File: src/rtl/vip_axi4_wr_tracker_if.sv
// AXI4 write-channel handshake signals observed by the write tracker.
// The tracker only listens, so its modport is input-only.
interface vip_axi4_wr_tracker_if;
  logic       awvalid;
  logic       awready;
  logic [7:0] awlen;
  logic       wvalid;
  logic       wready;
  logic       wlast;
  logic       bvalid;
  logic       bready;

  modport master (
    output awvalid, awready, awlen, wvalid, wready, wlast, bvalid, bready
  );

  modport slave (
    input awvalid, awready, awlen, wvalid, wready, wlast, bvalid, bready
  );
endinterface

File: src/rtl/vip_axi4_wr_tracker.sv
// Passive AXI4 write-protocol tracker: queues AW burst lengths, checks W beat counts
// against them, counts bursts awaiting B and raises sticky protocol-error flags.
module vip_axi4_wr_tracker #(
  parameter int unsigned AW_DEPTH_P  = 8,
  parameter int unsigned CNT_WIDTH_P = 16
) (
  input  logic                          clk,
  input  logic                          rst,
  vip_axi4_wr_tracker_if.slave          bus,
  output logic [$clog2(AW_DEPTH_P):0]   aw_pending,
  output logic [CNT_WIDTH_P-1:0]        b_pending,
  output logic                          idle,
  output logic                          err_aw_overflow,
  output logic                          err_w_no_aw,
  output logic                          err_wlast_early,
  output logic                          err_wlast_missing,
  output logic                          err_b_unexpected,
  output logic                          err_any
);

  localparam int unsigned PW = $clog2(AW_DEPTH_P);
  localparam logic [PW:0] DepthCnt = AW_DEPTH_P[PW:0];
  localparam logic [CNT_WIDTH_P-1:0] BMax = '1;

  logic [7:0]             mem_q [AW_DEPTH_P];
  logic [PW-1:0]          wr_ptr_q, wr_ptr_d, rd_ptr_q, rd_ptr_d;
  logic [PW:0]            count_q, count_d;
  logic [7:0]             beat_q, beat_d;
  logic [CNT_WIDTH_P-1:0] bpend_q, bpend_d;
  logic [4:0]             err_q, err_d;
  logic                   idle_q, idle_d;
  logic                   err_any_q;

  logic       aw_hs, w_hs, b_hs;
  logic       fifo_empty, fifo_full;
  logic       have_head, w_ok, w_done, at_last;
  logic       push, pop, bypass, overflow;
  logic       b_unexp, b_dec;
  logic [7:0] head;

  always_comb begin
    aw_hs      = bus.awvalid & bus.awready;
    w_hs       = bus.wvalid & bus.wready;
    b_hs       = bus.bvalid & bus.bready;
    fifo_empty = (count_q == '0);
    fifo_full  = (count_q == DepthCnt);

    // An empty FIFO lets a same-cycle AW act as the head (bypass).
    have_head  = !fifo_empty || aw_hs;
    head       = fifo_empty ? bus.awlen : mem_q[rd_ptr_q];
    w_ok       = w_hs && have_head;
    at_last    = (beat_q >= head);
    w_done     = w_ok && (at_last || bus.wlast);

    bypass     = fifo_empty && w_done;
    pop        = w_done && !fifo_empty;
    push       = aw_hs && !bypass && (!fifo_full || pop);
    overflow   = aw_hs && fifo_full && !pop;

    b_unexp    = b_hs && (bpend_q == '0);
    b_dec      = b_hs && (bpend_q != '0);
  end

  always_comb begin
    wr_ptr_d = wr_ptr_q;
    rd_ptr_d = rd_ptr_q;
    count_d  = count_q;
    beat_d   = beat_q;
    bpend_d  = bpend_q;
    err_d    = err_q;

    if (push) wr_ptr_d = wr_ptr_q + 1'b1;
    if (pop)  rd_ptr_d = rd_ptr_q + 1'b1;
    if (push && !pop)      count_d = count_q + 1'b1;
    else if (pop && !push) count_d = count_q - 1'b1;

    if (w_done)    beat_d = '0;
    else if (w_ok) beat_d = beat_q + 8'd1;

    // Completion and B in the same cycle cancel out; saturate rather than wrap.
    if (w_done && !b_dec && (bpend_q != BMax)) bpend_d = bpend_q + 1'b1;
    else if (b_dec && !w_done)                 bpend_d = bpend_q - 1'b1;

    // err bits: {aw_overflow, w_no_aw, wlast_early, wlast_missing, b_unexpected}
    if (overflow)                             err_d[4] = 1'b1;
    if (w_hs && !have_head)                   err_d[3] = 1'b1;
    if (w_ok && bus.wlast && !at_last)        err_d[2] = 1'b1;
    if (w_ok && !bus.wlast && at_last)        err_d[1] = 1'b1;
    if (b_unexp)                              err_d[0] = 1'b1;

    idle_d = (count_d == '0) && (bpend_d == '0) && (beat_d == '0);
  end

  always_ff @(posedge clk or posedge rst) begin
    if (rst) begin
      wr_ptr_q  <= '0;
      rd_ptr_q  <= '0;
      count_q   <= '0;
      beat_q    <= '0;
      bpend_q   <= '0;
      err_q     <= '0;
      idle_q    <= 1'b1;
      err_any_q <= 1'b0;
    end else begin
      wr_ptr_q  <= wr_ptr_d;
      rd_ptr_q  <= rd_ptr_d;
      count_q   <= count_d;
      beat_q    <= beat_d;
      bpend_q   <= bpend_d;
      err_q     <= err_d;
      idle_q    <= idle_d;
      err_any_q <= |err_d;
    end
  end

  // Storage needs no reset: entries are only read when count_q says they are valid.
  always_ff @(posedge clk) begin
    if (push) mem_q[wr_ptr_q] <= bus.awlen;
  end

  assign aw_pending        = count_q;
  assign b_pending         = bpend_q;
  assign idle              = idle_q;
  assign err_aw_overflow   = err_q[4];
  assign err_w_no_aw       = err_q[3];
  assign err_wlast_early   = err_q[2];
  assign err_wlast_missing = err_q[1];
  assign err_b_unexpected  = err_q[0];
  assign err_any           = err_any_q;

endmodule

File: src/flat_wrapper.sv
// flat-port wrapper written by rule: the top's interface ports become plain ports
module vip_axi4_wr_tracker_flat 
#(
  parameter int unsigned AW_DEPTH_P  = 8,
  parameter int unsigned CNT_WIDTH_P = 16
)
  (clk, rst, aw_pending, b_pending, idle, err_aw_overflow, err_w_no_aw, err_wlast_early, err_wlast_missing, err_b_unexpected, err_any, bus_awvalid, bus_awready, bus_awlen, bus_wvalid, bus_wready, bus_wlast, bus_bvalid, bus_bready);
  vip_axi4_wr_tracker_if bus_i ();
  input  logic clk;
  input  logic rst;
  output logic [$clog2(AW_DEPTH_P):0] aw_pending;
  output logic [CNT_WIDTH_P-1:0] b_pending;
  output logic idle;
  output logic err_aw_overflow;
  output logic err_w_no_aw;
  output logic err_wlast_early;
  output logic err_wlast_missing;
  output logic err_b_unexpected;
  output logic err_any;
  input wire logic [$bits(bus_i.awvalid)-1:0] bus_awvalid;
  input wire logic [$bits(bus_i.awready)-1:0] bus_awready;
  input wire logic [$bits(bus_i.awlen)-1:0] bus_awlen;
  input wire logic [$bits(bus_i.wvalid)-1:0] bus_wvalid;
  input wire logic [$bits(bus_i.wready)-1:0] bus_wready;
  input wire logic [$bits(bus_i.wlast)-1:0] bus_wlast;
  input wire logic [$bits(bus_i.bvalid)-1:0] bus_bvalid;
  input wire logic [$bits(bus_i.bready)-1:0] bus_bready;
  assign bus_i.awvalid = bus_awvalid;
  assign bus_i.awready = bus_awready;
  assign bus_i.awlen = bus_awlen;
  assign bus_i.wvalid = bus_wvalid;
  assign bus_i.wready = bus_wready;
  assign bus_i.wlast = bus_wlast;
  assign bus_i.bvalid = bus_bvalid;
  assign bus_i.bready = bus_bready;
  vip_axi4_wr_tracker #(.AW_DEPTH_P(AW_DEPTH_P), .CNT_WIDTH_P(CNT_WIDTH_P)) u_core (.clk(clk), .rst(rst), .bus(bus_i), .aw_pending(aw_pending), .b_pending(b_pending), .idle(idle), .err_aw_overflow(err_aw_overflow), .err_w_no_aw(err_w_no_aw), .err_wlast_early(err_wlast_early), .err_wlast_missing(err_wlast_missing), .err_b_unexpected(err_b_unexpected), .err_any(err_any));
endmodule
File: config.mk
export PLATFORM = sky130hd
export DESIGN_NAME = vip_axi4_wr_tracker_flat
export DESIGN_NICKNAME = d
export VERILOG_FILES = /design/src/rtl/vip_axi4_wr_tracker_if.sv /design/src/rtl/vip_axi4_wr_tracker.sv /design/src/flat_wrapper.sv
export SDC_FILE = /design/constraint.sdc
export NUM_CORES = 1
export LEC_CHECK = 0
export CAP_MARGIN = 15
export CORE_MARGIN = 2
export CORE_UTILIZATION = 38
export CTS_CLUSTER_DIAMETER = 60
export DETAILED_ROUTE_END_ITERATION = 7
export GPL_ROUTABILITY_DRIVEN = 0
export SKIP_CTS_REPAIR_TIMING = 1
export SLEW_MARGIN = 20
export SYNTH_ARGS = -nofsm -noshare
export SYNTH_HDL_FRONTEND = slang
export SYNTH_SLANG_ARGS = --single-unit
export TNS_END_PERCENT = 5
File: constraint.sdc
create_clock -name clk -period 7.8 [get_ports clk]
set_input_delay 0.78 -clock clk [delete_from_list [all_inputs] [get_ports clk]]
set_output_delay 0.78 -clock clk [all_outputs]
set_load 0.02 [all_outputs]
### Yosys cells after proc, flatten, opt, wreduce, memory -nomap -nowiden

Memory sizes are Yosys's and may differ from the RTL's.
Index checks and enable logic that the tools add are counted.

* bits in registers: 41
* memories kept: 1
* latch bits: 0
* output and inout port bits: 27
* logic and storage cells: 78
* memory bits (read-only): 0
* bits in writable memories: 64
* input bits: 17

Memories
* u_core.mem_q: depth 8, bits a word 8, rd ports 1, clocked after memory_dff 0, wr ports 1, RTL line vip_axi4_wr_tracker.sv:25 `logic [7:0] mem_q [AW_DEPTH_P];`

* mux-type cells: 14
* multiply operators: 0
* bitwise operators: 3
* eq/ne operators: 2
* order comparisons: 1
* divide/modulo/power cells: 0
* $add $sub $neg: 7
* reductions and logical operators: 42
* shifts and indexed selects: 0

Operators by type and width (count)
* 16-bit logical NOT: 2
* 16-bit 2-to-1 mux: 2
* 8-bit 2-to-1 mux: 3
* 1-bit logical AND: 22
* 16-bit by 1-bit adder with 16-bit output, second input constant: 1
* 16-bit != test, second input constant: 1
* 16-bit nonzero test: 1
* 16-bit by 1-bit subtractor with 16-bit output, second input constant: 1
* 1-bit logical NOT: 10
* 8-bit by 1-bit adder with 8-bit output, second input constant: 1
* 8-bit greater-or-equal comparator: 1
* 4-bit logical NOT: 2
* 8-bit logical NOT: 1
* 4-bit 2-to-1 mux: 2
* 1-bit 2-to-1 mux: 7
* 3-bit by 1-bit adder with 3-bit output, second input constant: 2
* 5-bit OR reduction: 1
* 4-bit by 1-bit adder with 4-bit output, second input constant: 1
* 4-bit equality test, second input constant: 1
* 4-bit by 1-bit subtractor with 4-bit output, second input constant: 1
* 1-bit bitwise AND: 3
* 1-bit logical OR: 3

### Longest topological paths before layout

* depth after elaboration: 16
* depth in mapped cells: 19
* gate-level depth less buffers: 16

### Least setup slack after synthesis

Ideal clock, no wire load.

* path kind: flip-flop to flip-flop
* from: register u_core.rd_ptr_q[0]
* to: memory u_core.mem_q[0][0], enable pin
* arrival: 4.931 ns
* data required time: 7.417 ns
* setup time: 0.383 ns
* clock period less this slack: 5.315 ns
* buffers on the path: 3
* slack: 2.485 ns
* stages on the path, launching flop included: 17
* cell sequence: dfrtp_1 > clkbuf_1 > buf_1 > mux4_2 > mux2i_1 > nor2_1 > a21oi_1 > ha_1 > and3_1 > a221o_1 > nor2_1 > a21oi_4 > clkbuf_1 > xnor2_1 > o21ai_0 > or2_2 > nor3_1

* longest elaborated chain between the ends: 11
* elaborated cells between the ends (all ways): 13
* those cells by class: 1 x order compare; 3 x mux; 8 x reduce/logical; 1 x memory

RTL lines
* start, declared: RTL line vip_axi4_wr_tracker.sv:26 `logic [PW-1:0] wr_ptr_q, wr_ptr_d, rd_ptr_q, rd_ptr_d;`
* start signal, assigned: RTL line vip_axi4_wr_tracker.sv:106 `rd_ptr_q <= rd_ptr_d;`
* memory 8 x 8 bit (*)
* 8-bit 2-to-1 mux (*): RTL line vip_axi4_wr_tracker.sv:50 `head = fifo_empty ? bus.awlen : mem_q[rd_ptr_q];`
* 8-bit greater-or-equal comparator (*): RTL line vip_axi4_wr_tracker.sv:52 `at_last = (beat_q >= head);`
* 1-bit logical OR (*): RTL line vip_axi4_wr_tracker.sv:53 `w_done = w_ok && (at_last || bus.wlast);`
* 1-bit logical AND (*): RTL line vip_axi4_wr_tracker.sv:53
* 1-bit logical AND: RTL line vip_axi4_wr_tracker.sv:55 `bypass = fifo_empty && w_done;`
* 1-bit logical NOT: RTL line vip_axi4_wr_tracker.sv:57 `push = aw_hs && !bypass && (!fifo_full || pop);`
* 1-bit logical AND: RTL line vip_axi4_wr_tracker.sv:57
* 1-bit logical AND (*): RTL line vip_axi4_wr_tracker.sv:57
* 1-bit 2-to-1 mux (*): RTL line vip_axi4_wr_tracker.sv:118 `if (push) mem_q[wr_ptr_q] <= bus.awlen;`
* 1-bit 2-to-1 mux (not written as such) (*): RTL line vip_axi4_wr_tracker.sv:118
* end, declared: RTL line vip_axi4_wr_tracker.sv:25

Mark *: on every way between the ends. The rest lies on a longest branch, timed or not.

### Worst setup path after layout

* from: register u_core.rd_ptr_q[0]
* to: memory u_core.mem_q[6][1], enable pin

The elaborated chain is that of the path after synthesis.

==> metrics <==
CTS sink cnt between 100 and 150; critical path, cell by cell mux4_2, mux2i_1, nor2_1, a21oi_1, ha_1, and3_1, a221o_1, nor2_1, a21oi_4, buf_4, xnor2_1, o21ai_0, or2_2, nor2_1; crit path time final about 5200 ps; mux share of post-synthesis cell area between 10% and 20%; H-tree depth 3; final-stage net count 500; most frequent cell after synthesis edfxtp_1; hpwl dp slightly above 8000 microns; slowest CP cell nor2_1; Synth Instances around 430; CTS tree yes; pwr/cell area about 330 mW/mm^2; outcome complete, no violations; Max Fclk between 150 and 200 MHz; hold path endpoint u_core.err_q[0]; core area approximately 0.014 sq mm; critical path depth in cells 14; Final Hold Fails 0; CP Launch Point u_core.rd_ptr_q[0]; main combinational cell family by area after synthesis simple AND/OR/NAND/NOR gates; Reg2Reg Depth 14; Worst-path clk slew around 70 ps; Worst Max-Slew Pin Slew ~1100 ps; Starting Density between 30 and 40%; Port Buffers 43; Hold Crit Depth 1; vias in the first global route approximately 3600; CP max FO 28; unrepaired setup endpoints after global routing false; crit end category register; Vias ~3600; CTS buffer count 9; reg2reg start u_core.rd_ptr_q[0]; io pins 44; ratio of cells with drive above 1 in the final layout about an eighth; Synth Area in Adders 3.76%; worst IR drop on VDD between 0.15 and 0.2 mV; Yosys top cell area share 36.1%; leading area contributor after synthesis edfxtp_1; most used cell, CP nor2_1; Final TNS setup 0 ps; Cell Area, Synth around 0.0053 sq mm; Fillers around 1300; Routed Antenna Nets 0; GRT Util Overall approximately 17%; Die ar. 0.0150 sq mm; row count 43; prevailing post-synth register cell edfxtp_1; P&R area growth vs syn 17.1%; ys async rst share ~39%; total grt overflow 0; top area cells in the synthesized netlist edfxtp_1 (36%), dfrtp_1 (19%), mux4_2 (6.8%); clk_lat worst skew 350 ps; Slew HR between 20% and 30%; Hold Path Class reg -> reg; Critical R2R Capture u_core.mem_q[6][1]; initial antenna violation count 0; Mapped Avg Cell Area 12.5 sq um; Max Cap Viol 0; crit-path max cell delay a little over 800 ps; commonest cells in the synthesized netlist edfxtp_1 (64), dfrtp_1 (40), nor2_1 (37); routed len/inst roughly 18 microns; final setup violation count 0; worst path bufs/invs 1; crit-path leading delay family simple AND/OR/NAND/NOR gates; XOR/XNOR Fraction of Synth Area about 3.6%; simple-gate share of the synthesized area approximately 16%; Pleak between 2 and 2.5 nW; post-synthesis sequential area ratio ~55%; Vias/cell around 5.6; r2r setup slk 2570 ps; #FFs+latches synth ~110; Critical Path Start Type register; first-pass GRT wire length roughly 19000 microns; detailed-router iteration count before antenna repair 6; Antenna diodes 0; EDFF count, synth between 60 and 70; pre-CTS WS 2210 ps; pin count of the biggest net entering global routing between 40 and 50; post-synthesis compound-gate area fraction under 10%; number of remaining DRC errors 0; Die Span X between 100 and 150 microns; worst setup margin between 2000 and 3000 ps; pins over their slew limit 0; Worst Min Path Start u_core.err_q[0]; final period utilization 67.1%; synthesis warning total 0; Synth Net Count between 400 and 500; die height ~120 microns; Max clock buf depth 2; clock root buffer clkbuf_16; skew final ~9.7 ps; Detailed Route WL 11900 microns; WP data required between 7000 and 8000 ps; CP Data Arrival Time around 5200 ps; drt initial violations ~210; CP Class reg -> reg; Synth cell types 60
[cell usage in the layout (no fill, tap or decap), types with 3 or more instances in the layout]
| cell type | count |
|---|---|
| nand2_1 | 27 |
| mux4_2 | 16 |
| a21o_1 | 3 |
| nor3_1 | 9 |
| nor4b_1 | 4 |
| clkbuf_16 | 9 |
| a31oi_1 | 4 |
| o21ai_0 | 16 |
| xnor2_1 | 15 |
| inv_1 | 8 |
| nor4_1 | 8 |
| dfrtp_1 | 39 |
| or3_1 | 3 |
| and3_1 | 8 |
| nand3_1 | 11 |
| mux2i_1 | 23 |
| ha_1 | 16 |
| nor2b_1 | 5 |
| a21oi_1 | 16 |
| buf_4 | 4 |
| o31ai_1 | 5 |
| clkdlybuf4s50_1 | 43 |
| edfxtp_1 | 64 |
| xor2_1 | 7 |
| nand2b_1 | 5 |
| nand4_1 | 11 |
| nor2_1 | 37 |
| or4_1 | 4 |
| and2_1 | 4 |
[report_power, final]
part | total, mW | internal, mW | switching (mW)
clock network | 0.439 | 0.230 | 0.210
registers | 0.884 | 0.688 | 0.196
logic | 0.753 | 0.378 | 0.375
[worst max path at each step]
stage,end
after floorplan,u_core.mem_q[0][0]
after global placement,u_core.mem_q[0][2]
after detailed placement,u_core.mem_q[6][2]
after CTS,u_core.mem_q[4][1]
after global routing,u_core.mem_q[6][1]
final,u_core.mem_q[6][1]
[flip-flops by register name (all words and copies together) (netlist names)]
name / cells
u_core.aw_pending: 4
u_core.b_pending: 16
u_core.beat_q: 8
u_core.err_any: 1
u_core.err_q: 5
u_core.idle: 1
u_core.mem_q: 64
u_core.rd_ptr_q: 3
u_core.wr_ptr_q: 3
[layer usage]
layer	GRT usage (%)	up-vias	wire length, microns
li1	-	1708	-
met3	3.86	6	535
met5	0	-	0
met2	26.1	111	5550
met1	24.2	1804	5760
met4	3.95	0	93
[final cells by class]
class | instances | area [sq um] | area share [%]
clock buffers | 10 | 239 | 3.84
clock inverters | 6 | 48.8 | 0.783
inverters | 9 | 33.8 | 0.542
multi-input cells | 295 | 2270 | 36.5
flip-flops and latches | 105 | 2950 | 47.3
well taps | 180 | 225 | 3.61
repair buffers | 47 | 460 | 7.39
[per-stage QoR]
| step | utilization, % | instances | hold WS, ps | cell area [sq um] | power [mW] |
|---|---|---|---|---|---|
| finish | 45.2 | 652 | 520 | 6230 | 2.08 |
| global route | 45.2 | 652 | 539 | 6230 | 2.21 |
| CTS | 45.2 | 652 | 526 | 6230 | 2.10 |
| detailed placement | 43.1 | 636 | 513 | 5940 | 1.65 |
| global placement | 43.1 | 636 | 514 | 5940 | 1.63 |
| floorplan | - | 427 | 489 | 5320 | 1.38 |
[kinds of logic (layout without fill, tap and decap cells)]
family | Yosys count | in the layout
AO/OA/AOI/OAI | 61 | 61
multiplexers | 40 | 40
adder cells (fa/ha/maj) | 16 | 16
flip-flops | 105 | 105
XOR/XNOR | 22 | 22
AND/OR/NAND/NOR | 156 | 156
buffers and inverters | 27 | 72
Power figures use the tool's default switching activity.
